[src/rtl/id_ex_stage.sv]
// ID/EX pipeline register: captures decoded control, operands and register
// addresses, inserts a one-cycle bubble on load-use hazards and counts them.
module id_ex_stage #(
   parameter int DATA_W = 16,
   parameter int REG_AW = 3,
   parameter int CNT_W  = 16
) (
   input  logic              clk,
   input  logic              rst,
   input  logic              flush,
   input  logic              ex_hold,
   input  logic              id_valid,
   input  logic [3:0]        id_mem_signals,
   input  logic [5:0]        id_ex_signals,
   input  logic [2:0]        id_wb_signals,
   input  logic [REG_AW-1:0] id_rs_addr,
   input  logic [REG_AW-1:0] id_rt_addr,
   input  logic [REG_AW-1:0] id_rd_addr,
   input  logic              id_uses_rs,
   input  logic              id_uses_rt,
   input  logic [DATA_W-1:0] id_rs_data,
   input  logic [DATA_W-1:0] id_rt_data,
   input  logic [DATA_W-1:0] id_imm,
   output logic              stall_upstream,
   output logic              ex_valid,
   output logic [3:0]        ex_mem_signals,
   output logic [5:0]        ex_ex_signals,
   output logic [2:0]        ex_wb_signals,
   output logic [REG_AW-1:0] ex_rs_addr,
   output logic [REG_AW-1:0] ex_rt_addr,
   output logic [REG_AW-1:0] ex_rd_addr,
   output logic [DATA_W-1:0] ex_rs_data,
   output logic [DATA_W-1:0] ex_rt_data,
   output logic [DATA_W-1:0] ex_imm,
   output logic [CNT_W-1:0]  hazard_cnt
);

   localparam logic [3:0] MEM_BUBBLE = 4'b0000;
   localparam logic [5:0] EX_BUBBLE  = 6'b000000;
   localparam logic [2:0] WB_BUBBLE  = 3'b011;

   logic              r_valid_p1;
   logic [3:0]        r_mem_p1;
   logic [5:0]        r_ex_p1;
   logic [2:0]        r_wb_p1;
   logic [REG_AW-1:0] r_rs_addr_p1;
   logic [REG_AW-1:0] r_rt_addr_p1;
   logic [REG_AW-1:0] r_rd_addr_p1;
   logic [DATA_W-1:0] r_rs_data_p1;
   logic [DATA_W-1:0] r_rt_data_p1;
   logic [DATA_W-1:0] r_imm_p1;
   logic [CNT_W-1:0]  r_hazard_cnt;

   logic w_load_use;
   logic w_bubble;
   logic w_count;

   function automatic logic [CNT_W-1:0] sat_inc(input logic [CNT_W-1:0] v);
      return (&v) ? v : v + {{(CNT_W-1){1'b0}}, 1'b1};
   endfunction

   // A load in EX whose destination is read by the instruction in ID.
   assign w_load_use = r_valid_p1 & r_mem_p1[3] & r_wb_p1[2] & id_valid &
                       ((id_uses_rs & (id_rs_addr == r_rd_addr_p1)) |
                        (id_uses_rt & (id_rt_addr == r_rd_addr_p1)));

   assign stall_upstream = ex_hold | (w_load_use & ~flush);
   assign w_bubble       = rst | flush | (~ex_hold & w_load_use);
   assign w_count        = ~flush & ~ex_hold & w_load_use;

   // ---- ID -> EX boundary ----
   always_ff @(posedge clk) begin
      if (w_bubble) begin
         r_valid_p1   <= 1'b0;
         r_mem_p1     <= MEM_BUBBLE;
         r_ex_p1      <= EX_BUBBLE;
         r_wb_p1      <= WB_BUBBLE;
         r_rs_addr_p1 <= '0;
         r_rt_addr_p1 <= '0;
         r_rd_addr_p1 <= '0;
         r_rs_data_p1 <= '0;
         r_rt_data_p1 <= '0;
         r_imm_p1     <= '0;
      end else if (!ex_hold) begin
         r_valid_p1   <= id_valid;
         r_mem_p1     <= id_valid ? id_mem_signals : MEM_BUBBLE;
         r_ex_p1      <= id_valid ? id_ex_signals  : EX_BUBBLE;
         r_wb_p1      <= id_valid ? id_wb_signals  : WB_BUBBLE;
         r_rs_addr_p1 <= id_rs_addr;
         r_rt_addr_p1 <= id_rt_addr;
         r_rd_addr_p1 <= id_rd_addr;
         r_rs_data_p1 <= id_rs_data;
         r_rt_data_p1 <= id_rt_data;
         r_imm_p1     <= id_imm;
      end
   end

   always_ff @(posedge clk) begin
      if (rst)
         r_hazard_cnt <= '0;
      else if (w_count)
         r_hazard_cnt <= sat_inc(r_hazard_cnt);
   end

   assign ex_valid       = r_valid_p1;
   assign ex_mem_signals = r_mem_p1;
   assign ex_ex_signals  = r_ex_p1;
   assign ex_wb_signals  = r_wb_p1;
   assign ex_rs_addr     = r_rs_addr_p1;
   assign ex_rt_addr     = r_rt_addr_p1;
   assign ex_rd_addr     = r_rd_addr_p1;
   assign ex_rs_data     = r_rs_data_p1;
   assign ex_rt_data     = r_rt_data_p1;
   assign ex_imm         = r_imm_p1;
   assign hazard_cnt     = r_hazard_cnt;

endmodule

[config.mk]
export PLATFORM = sky130hd
export DESIGN_NAME = id_ex_stage
export DESIGN_NICKNAME = d
export VERILOG_FILES = /design/src/rtl/id_ex_stage.sv
export SDC_FILE = /design/constraint.sdc
export NUM_CORES = 1
export LEC_CHECK = 0
export CORE_ASPECT_RATIO = 1.5
export CORE_MARGIN = 4
export CORE_UTILIZATION = 44
export DETAILED_ROUTE_END_ITERATION = 12
export PLACE_DENSITY = 0.93
export SLEW_MARGIN = 15
export SYNTH_ARGS = -nofsm -noshare
export SYNTH_HDL_FRONTEND = slang
export SYNTH_SLANG_ARGS = --single-unit
[constraint.sdc]
create_clock -name clk -period 3.8 [get_ports clk]
set_input_delay 0.76 -clock clk [delete_from_list [all_inputs] [get_ports clk]]
set_output_delay 0.76 -clock clk [all_outputs]
set_load 0.005 [all_outputs]
==> impl_metrics.env <==
export IMPL_run_status="completed"
export IMPL_diodes=0
export IMPL_drc=0
export IMPL_grt_usage_pct=22.5
export IMPL_syn_to_final_growth_pct=53.9
export IMPL_finalSetupViolations=0
export IMPL_syn_avg_cell_area_um2=8.80
export IMPL_antenna_found_initial=0
export IMPL_via_count=3565
export IMPL_clk_insertion_delay_late_ps=330
export IMPL_p_total_mw=1.92
export IMPL_hold_worst_slack_ps=455
export IMPL_maxSlewHeadroom_pct=50.4
export IMPL_max_cap_violations=0
export IMPL_grt_pass1_vias=3565
export IMPL_cp_data_required_time_ps=3040
export IMPL_die_w_um=81.4
export IMPL_grt_max_degree=62
export IMPL_dieArea_um2=9610
export IMPL_fillerInstances=558
export IMPL_final_cell_area_um2=5470
export IMPL_routabilityCongestion=0.859
export IMPL_ys_ff_latch=87
export IMPL_netlist_instances=404
export IMPL_fin_nets=631
export IMPL_critPathMaxStageDelay_ps=480
export IMPL_cts_resized=0
export IMPL_grt_ovfl_total=0
export IMPL_endpoint_kind="output port"
export IMPL_synth_nets=482
export IMPL_skew_ps=6.32
export IMPL_postCtsSetupRepairBufs=0
export IMPL_cts_tree="yes"
export IMPL_yosys_area_share_xor_xnor_pct=1.97
export IMPL_syn_cell_area_um2=3550
export IMPL_synth_top_area_share_pct=49.0
export IMPL_intPower_mw=1.50
export IMPL_die_h_um=118
export IMPL_clock_path_buffers=2
export IMPL_worst_path_max_delay_cell="clkdlybuf4s50_1"
export IMPL_ys_flop_type="dfxtp_1"
export IMPL_fin_cells=656
export IMPL_rsz0062_at_grt="no"
export IMPL_synth_mux_area_share_pct=0.634
export IMPL_seq_area_frac_synth_pct=49.0
export IMPL_io_pins=165
export IMPL_netSwitchingFraction_pct=21.9
export IMPL_final_hold_viol_count=0
export IMPL_cts_root_buf="clkbuf_16"
export IMPL_fin_tns_setup_ps=0
export IMPL_cts_sinks=87
export IMPL_yosysWarnings=0
export IMPL_cts_max_level=3
export IMPL_yosysTopAreaCell="dfxtp_1"
export IMPL_place_inst=644
export IMPL_viasPerCell=5.43
export IMPL_pwr_share_comb_pct=11.4
export IMPL_synthTopCellsByArea="dfxtp_1, nand3b_1, a21oi_1"
export IMPL_synthSimpleGateAreaFrac_pct=27.7
export IMPL_postRouteAntennaNets=0
export IMPL_async_flop_share_pct=0
export IMPL_start_util_pct=45.8
export IMPL_drive_gt1_share_pct=4.69
export IMPL_yosysUniqueCellTypes=38
export IMPL_cp_arrival_ps=2590
export IMPL_path_cells="clkdlybuf4s50_1 -> xnor2_1 -> and4_4 -> o211a_1 -> or2_2 -> clkdlybuf4s50_1"
export IMPL_crit_type="input port to output port"
export IMPL_pwr_share_clk_pct=39.2
export IMPL_drv_slew=0
export IMPL_worstSetupStartpointType="input port"
export IMPL_detail_route_wl_per_cell_um=16.4
export IMPL_synth_fa_ha_area_share_pct=0.352
export IMPL_path_clk_slew_ps=60
export IMPL_synth_top_family_by_area="simple AND/OR/NAND/NOR gates"
export IMPL_row_count=39
export IMPL_drtIter0Drc=212
export IMPL_place_area_um2=5230
export IMPL_critPathMostFrequentCell="clkdlybuf4s50_1"
export IMPL_leakagePower_nw=1.88
export IMPL_synth_compound_area_share_pct=16.1
export IMPL_hold_class="register to register"
export IMPL_final_period_utilization_pct=88.2
export IMPL_cp_max_fo=4
export IMPL_grt_pass1_wl_mm=16.9
export IMPL_min_period_ps=3350
export IMPL_dpl_hpwl_mm=7.73
export IMPL_max_slew_worst_pin_slew_ps=744
export IMPL_power_density_nw_per_um2=351
export IMPL_seq_power_share_pct=49.4
export IMPL_max_freq_mhz=298
export IMPL_cts_buffers=9
export IMPL_synth_edf_count=0
export IMPL_design_core_area_um2=7760
export IMPL_drt_pass1_iterations=5
export IMPL_ctsHoldBuffers=0
export IMPL_routed_wl_mm=10.8
export IMPL_switchingPower_mw=0.420
export IMPL_io_buffers=164
export IMPL_vdd_drop_max_uv=267
[registers in the layout, indices dropped and copies added, names as in the netlist]
signal,cells
ex_wb_signals,3
ex_rt_addr,3
ex_rs_data,16
ex_mem_signals,4
ex_imm,16
ex_rt_data,16
ex_valid,1
ex_ex_signals,6
hazard_cnt,16
ex_rs_addr,3
ex_rd_addr,3
[power by group through the flow]
| stage | sequential (mW) | combinational [mW] | clock [mW] |
|---|---|---|---|
| final | 0.947 | 0.219 | 0.752 |
| after global routing | 0.949 | 0.236 | 0.800 |
| after CTS | 0.947 | 0.220 | 0.770 |
| after detailed placement | 0.967 | 0.219 | 0 |
| after global placement | 0.966 | 0.214 | 0 |
| after floorplan | 0.968 | 0.0760 | 0 |
[worst max-delay path, delay by kind of cell]
kind,cells,cell delay [ps]
AOI/OAI and AO/OA,1,230
and+or+nand+nor,2,430
xor gates and xnor gates,1,240
buffers and inverters,2,930
[through the flow]
step,worst slack (ps),utilization [%]
finish,450,70.5
global route,387,70.5
CTS,460,70.5
detailed placement,457,67.4
global placement,475,67.4
floorplan,1450,-
[synth_stat cells (2+ instances only)]
cell type and instances:
and3_1 3, and2_1 2, nand4_1 5, a21oi_1 70, dfxtp_1 87, buf_4 2
or3_1 10, and4_1 4, o21ai_0 10, inv_1 2, xnor2_1 6, nand2_1 65
o22a_1 2, buf_2 6, nor2b_1 2, nand3b_1 58, nand3_1 8, a22o_1 11
xor2_1 2, and4_4 2, clkbuf_1 22, nor2_1 8, or2_2 2
[per-layer routing]
metal | track usage [%] | routed length [um] | up-vias
met5 | 0 | 0 | -
met4 | 13.0 | 416 | 0
met3 | 5.74 | 930 | 30
met2 | 38.8 | 5570 | 185
met1 | 23.8 | 3850 | 1635
li1 | - | - | 1715
[final cells by class]
class	count	area, um2	share of cell area [%]
clock buffers	9	225	4.12
repair buffers	170	1680	30.8
inverters	2	7.51	0.137
well taps	102	128	2.33
multi-input cells	283	1670	30.5
flip-flops and latches	87	1740	31.9
clock inverters	3	15.0	0.275
[layout by cell type (no fill, tap or decap), types with 2 or more instances in the layout]
| cell type | synthesis | routed |
|---|---|---|
| a21oi_1 | 70 | 70 |
| a22o_1 | 11 | 11 |
| and2_1 | 2 | 2 |
| and3_1 | 3 | 3 |
| and4_1 | 4 | 4 |
| and4_4 | 2 | 2 |
| buf_4 | 2 | 6 |
| clkbuf_16 | 0 | 9 |
| clkdlybuf4s50_1 | 0 | 163 |
| clkinv_2 | 0 | 3 |
| dfxtp_1 | 87 | 87 |
| inv_1 | 2 | 2 |
| nand2_1 | 65 | 65 |
| nand3_1 | 8 | 8 |
| nand3b_1 | 58 | 58 |
| nand4_1 | 5 | 5 |
| nor2_1 | 8 | 8 |
| nor2b_1 | 2 | 2 |
| o21ai_0 | 10 | 10 |
| o22a_1 | 2 | 2 |
| or2_2 | 2 | 2 |
| or3_1 | 10 | 10 |
| xnor2_1 | 6 | 6 |
| xor2_1 | 2 | 2 |
[worst paths after layout]
check                              startpoint              to  slack, ps  depth (start not counted)
worst max-delay path            id_rs_addr[1]  stall_upstream        450                          6
worst min-delay path            ex_rs_data[0]   ex_rs_data[0]        460                          2
worst max register to register  hazard_cnt[0]   hazard_cnt[7]       1530                          6
worst min register to register  ex_rs_data[0]   ex_rs_data[0]        460                          2
[logic make-up after synthesis]
| group | after synthesis |
|---|---|
| adder cells (fa/ha/maj) | 1 |
| XOR/XNOR | 8 |
| AO/OA/AOI/OAI | 99 |
| buffers and inverters | 34 |
| AND/OR/NAND/NOR | 173 |
| multiplexers | 2 |
| flip-flops | 87 |
No activity file was read; power rests on OpenSTA's default activity.
